--- src/rtl/mux_nto1_reg.sv ---
// Registered N:1 channel multiplexer. It has a manual select mode and a
// round-robin mode, and uses valid/ready handshakes on both the producer and consumer sides.
module mux_nto1_reg #(
  parameter int WIDTH = 16,
  parameter int N     = 16,
  parameter int SELW  = $clog2(N)
) (
  input  logic               clk,
  input  logic               res,
  input  logic [N*WIDTH-1:0] in_data,
  input  logic [N-1:0]       in_valid,
  output logic [N-1:0]       in_ready,
  input  logic [SELW-1:0]    sel,
  input  logic               mode,
  output logic [WIDTH-1:0]   out_data,
  output logic [SELW-1:0]    out_chan,
  output logic               out_valid,
  input  logic               out_ready
);

  localparam logic MODE_MANUAL = 1'b0;
  localparam logic MODE_RR     = 1'b1;

  logic [SELW-1:0]  rr_ptr;
  logic [SELW-1:0]  cand;
  logic             cand_ok;
  logic             load_en;
  logic             grant;
  logic [SELW-1:0]  rr_next;
  logic [WIDTH-1:0] cand_data;

  // (base + off) mod N. The caller guarantees base < N and off < N.
  function automatic logic [SELW-1:0] wrap_add(input logic [SELW-1:0] base, input int off);
    int s;
    s = int'(base) + off;
    if (s >= N) s = s - N;
    return SELW'(s);
  endfunction

  assign load_en = !out_valid || out_ready;

  always_comb begin
    // NOTE: every always_comb output gets a default first, so no path infers a latch.
    cand    = '0;
    cand_ok = 1'b0;
    if (mode == MODE_MANUAL) begin
      if (int'(sel) < N) begin
        if (in_valid[sel]) begin
          cand    = sel;
          cand_ok = 1'b1;
        end
      end
    end else begin
      // Walk from the farthest offset to the nearest one, so the nearest valid channel wins.
      for (int i = N - 1; i >= 0; i--) begin
        if (in_valid[wrap_add(rr_ptr, i)]) begin
          cand    = wrap_add(rr_ptr, i);
          cand_ok = 1'b1;
        end
      end
    end
  end

  assign grant     = load_en && cand_ok && !res;
  assign in_ready  = grant ? (N'(1) << cand) : '0;
  assign cand_data = in_data[int'(cand) * WIDTH +: WIDTH];
  assign rr_next   = (int'(cand) == N - 1) ? '0 : cand + SELW'(1);

  always_ff @(posedge clk) begin
    // NOTE: sequential state uses non-blocking assignments only, so every register samples pre-edge values.
    if (res) begin
      // NOTE: the data register is reset as well, because its zero value is visible to the consumer.
      out_data  <= '0;
      out_chan  <= '0;
      out_valid <= 1'b0;
      rr_ptr    <= '0;
    end else if (grant) begin
      out_data  <= cand_data;
      out_chan  <= cand;
      out_valid <= 1'b1;
      if (mode == MODE_RR) rr_ptr <= rr_next;
    end else if (out_valid && out_ready) begin
      out_valid <= 1'b0;
    end
  end

endmodule

--- config.mk ---
export PLATFORM = sky130hd
export DESIGN_NAME = mux_nto1_reg
export DESIGN_NICKNAME = d
export VERILOG_FILES = /design/src/rtl/mux_nto1_reg.sv
export SDC_FILE = /design/constraint.sdc
export NUM_CORES = 1
export LEC_CHECK = 0
export ABC_AREA = 1
export CAP_MARGIN = 40
export CORE_MARGIN = 4
export CORE_UTILIZATION = 44
export DETAILED_ROUTE_END_ITERATION = 7
export GPL_TIMING_DRIVEN = 1
export PLACE_DENSITY = 0.92
export SLEW_MARGIN = 20
export SYNTH_ARGS = -nofsm -noshare
export SYNTH_HDL_FRONTEND = slang
export SYNTH_SLANG_ARGS = --single-unit
--- constraint.sdc ---
create_clock -name clk -period 12.3 [get_ports clk]
set_clock_uncertainty 0.15 [all_clocks]
set_input_delay 1.845 -clock clk [delete_from_list [all_inputs] [get_ports clk]]
set_output_delay 1.845 -clock clk [all_outputs]
set_load 0.01 [all_outputs]
==> flow_summary.ini <==
[clock_network]
holdBufCountCts = 0
cts.sinks = 25
cts_buffer_depth = 2
numCtsBuffers = 3
cts_tree = yes
htree_levels = 1
post_cts_buffers = 0
root_buffer = clkbuf_16
post_cts_resized = 0
path_clk_slew_ns = 0.07
clk-insertion-delay-late_ns = 0.26

[routing]
num_vias = 8970
drtPass1Iterations = 8
initialDrtViolationCount = 1217
ant_nets = 0
remaining_drc_errors = 0
vias_per_cell = 5.63
wl_per_cell_um = 18.5
finalWirelength_mm = 29.5

[sta]
finalHoldViolCount = 0
rsz0062_at_grt = false
tns_ns = 0
max_freq_mhz = 113
period_share_pct = 72.0
relSlewSlack_pct = 43.3
worstMarginPinSlew_ns = 0.850
setup_violations = 0
fin_crit_ns = 8.85
slew_violations = 0

[floorplanning]
core_um2 = 13200
rows = 42
dieArea_um2 = 15400
io_pins = 317
die_y_um = 124
die_w_um = 124
start_util_pct = 44.9

[grt]
grt_pass1_wl_mm = 45.2
grt_overflow = 0
grt_pass1_vias = 8301
antenna_found_initial = 1
grt_max_degree = 71
track_usage_pct = 35.7

[yosys]
synth_cell_type_count = 39
yosysWarningCount = 0
synthFlopType = dfxtp_1
synth_edf_count = 0
synth-async-reset-ratio_pct = 0
avgSynthCellArea_um2 = 5.10
ys_ff_latch = 25
syn_inst = 1166
syn_nets = 1455
ys_seq_area_share_pct = 8.42
syn_area_um2 = 5940

[layout]
drive_above_1_share_pct = 3.53
antennaDiodeCount = 0
areaGrowthSynthToFinish_pct = 53.1
final_nets = 1708

[pwr]
p_leak_nw = 4.31
ir_worst_vdd_mv = 0.0934
powerDensity_nw_per_um2 = 93.6
finalPower_mw = 0.851

[worst_setup_path]
path_buf_inv = 5
crit_family = simple AND/OR/NAND/NOR gates
cp.required_ns = 10.30
cp_common_cell = nand2_1
cp_slowest_cell = ha_1
slowest_delay_ns = 0.82
crit_arrival_ns = 6.86
cp_max_fo = 69
endpoint_kind = primary output
startpoint_type = flop
worstSetupPathType = flop to primary output

[status]
status = finished, final reports clean

[worst_hold_path]
min_path_type = flop to flop

[placed_design]
place_congestion = 1.02
portBuffers = 316
dp_hpwl_mm = 22.9

[flow_run]
max_cap_viol_count = 0
## power breakdown
group / internal (mW) / switching [mW]
registers: 0.0923 / 0.00922
clock network: 0.0450 / 0.0320
logic: 0.259 / 0.414
## registers in the layout, summed over array words and instances (netlist names)
| signal | count |
|---|---|
| rr_ptr | 4 |
| out_valid | 1 |
| out_chan | 4 |
| out_data | 16 |
## kinds of logic (layout without fill, tap and decap cells)
logic type      after synthesis  after routing  synth area share [%]
simple gates                796            796                  62.6
buf+inv                     254            506                  18.6
compound gates               76             76                  7.41
flops                        25             25                  8.42
fa+ha+maj                     9              9                  1.89
xor+xnor                      4              4                 0.716
mux                           2              2                 0.337
## through the flow
step                cell area [µm²]  hold slack (ns)  setup slack [ns]  instances  utilization, %
finish                         9100            0.360              3.45       1594            68.7
global route                   9100            0.394              3.02       1594            68.7
CTS                            9090            0.355              3.60       1593            68.6
detailed placement             9000            0.339              3.82       1589            68.0
global placement               8950            0.314              3.70       1587            67.6
floorplan                      5940            0.363              6.14       1166               -
## synthesized netlist by cell type (all sizes together), types with 3 or more instances
library cell  instances  area (µm²)
nor4                  3        18.8
nand2               325        1270
nor2                 39         161
nand4                62         388
ha                    9         113
buf                  60         374
nand3b               18         135
o21ai                17        96.3
dfxtp                25         500
xor2                  3        33.8
inv                 174         656
a21oi                53         280
nand3               347        1740
clkbuf               18        67.6
## final timing paths
kind	depth (start not counted)	end	start	slack, ns
max	30	in_ready[8]	rr_ptr[1]	3.45
min	2	out_chan[1]	out_chan[1]	0.36
max reg2reg	35	out_data[9]	rr_ptr[1]	5.54
min reg2reg	2	out_chan[1]	out_chan[1]	0.36
## worst register-to-register path: cells and delay by family, from the launching register on
kind                     cells  cell delay (ns)
buffers and inverters        6             1.74
flip-flops                   1             0.79
AND/OR/NAND/NOR             27             3.07
AO/OA/AOI/OAI                1             0.07
adder cells (fa/ha/maj)      1             0.83
## cell type report
class,instances,area [µm²]
clock buffers,3,75.1
clock inverters,1,8.76
fillers,1193,4150
inverters,176,663
multi-input cells,887,4360
flip-flops and latches,25,500
well taps,176,220
repair buffers,326,3270
## per-layer routing
layer  up-vias  global-route usage [%]  wire, µm
met1      3962                    42.4     10800
met5         -                       0         0
met4         0                    16.7      1660
met3       108                    6.92      2740
met2       552                    61.6     14300
li1       4348                       -         -
## placed cells by master, fill, tap and decap left out, types with 2 or more instances in the layout
master / synthesis / layout
nand3_1: 347 / 347
nor2_2: 3 / 3
clkdlybuf4s50_1: 0 / 316
clkinv_1: 2 / 2
nand3b_1: 18 / 18
o21ai_0: 9 / 9
o21ai_2: 3 / 2
o211ai_1: 2 / 2
nor2_1: 35 / 35
nand2_4: 4 / 4
nor4_1: 3 / 3
ha_1: 9 / 9
inv_2: 10 / 10
nand2_1: 314 / 313
mux2i_1: 2 / 2
xor2_1: 2 / 2
a21oi_4: 1 / 2
a21oi_1: 51 / 51
nand2_2: 7 / 8
inv_1: 163 / 163
buf_4: 16 / 7
nand4_1: 62 / 62
o21ai_1: 5 / 5
dfxtp_1: 25 / 25
clkbuf_16: 0 / 3
(Power assumes the default switching activity.)
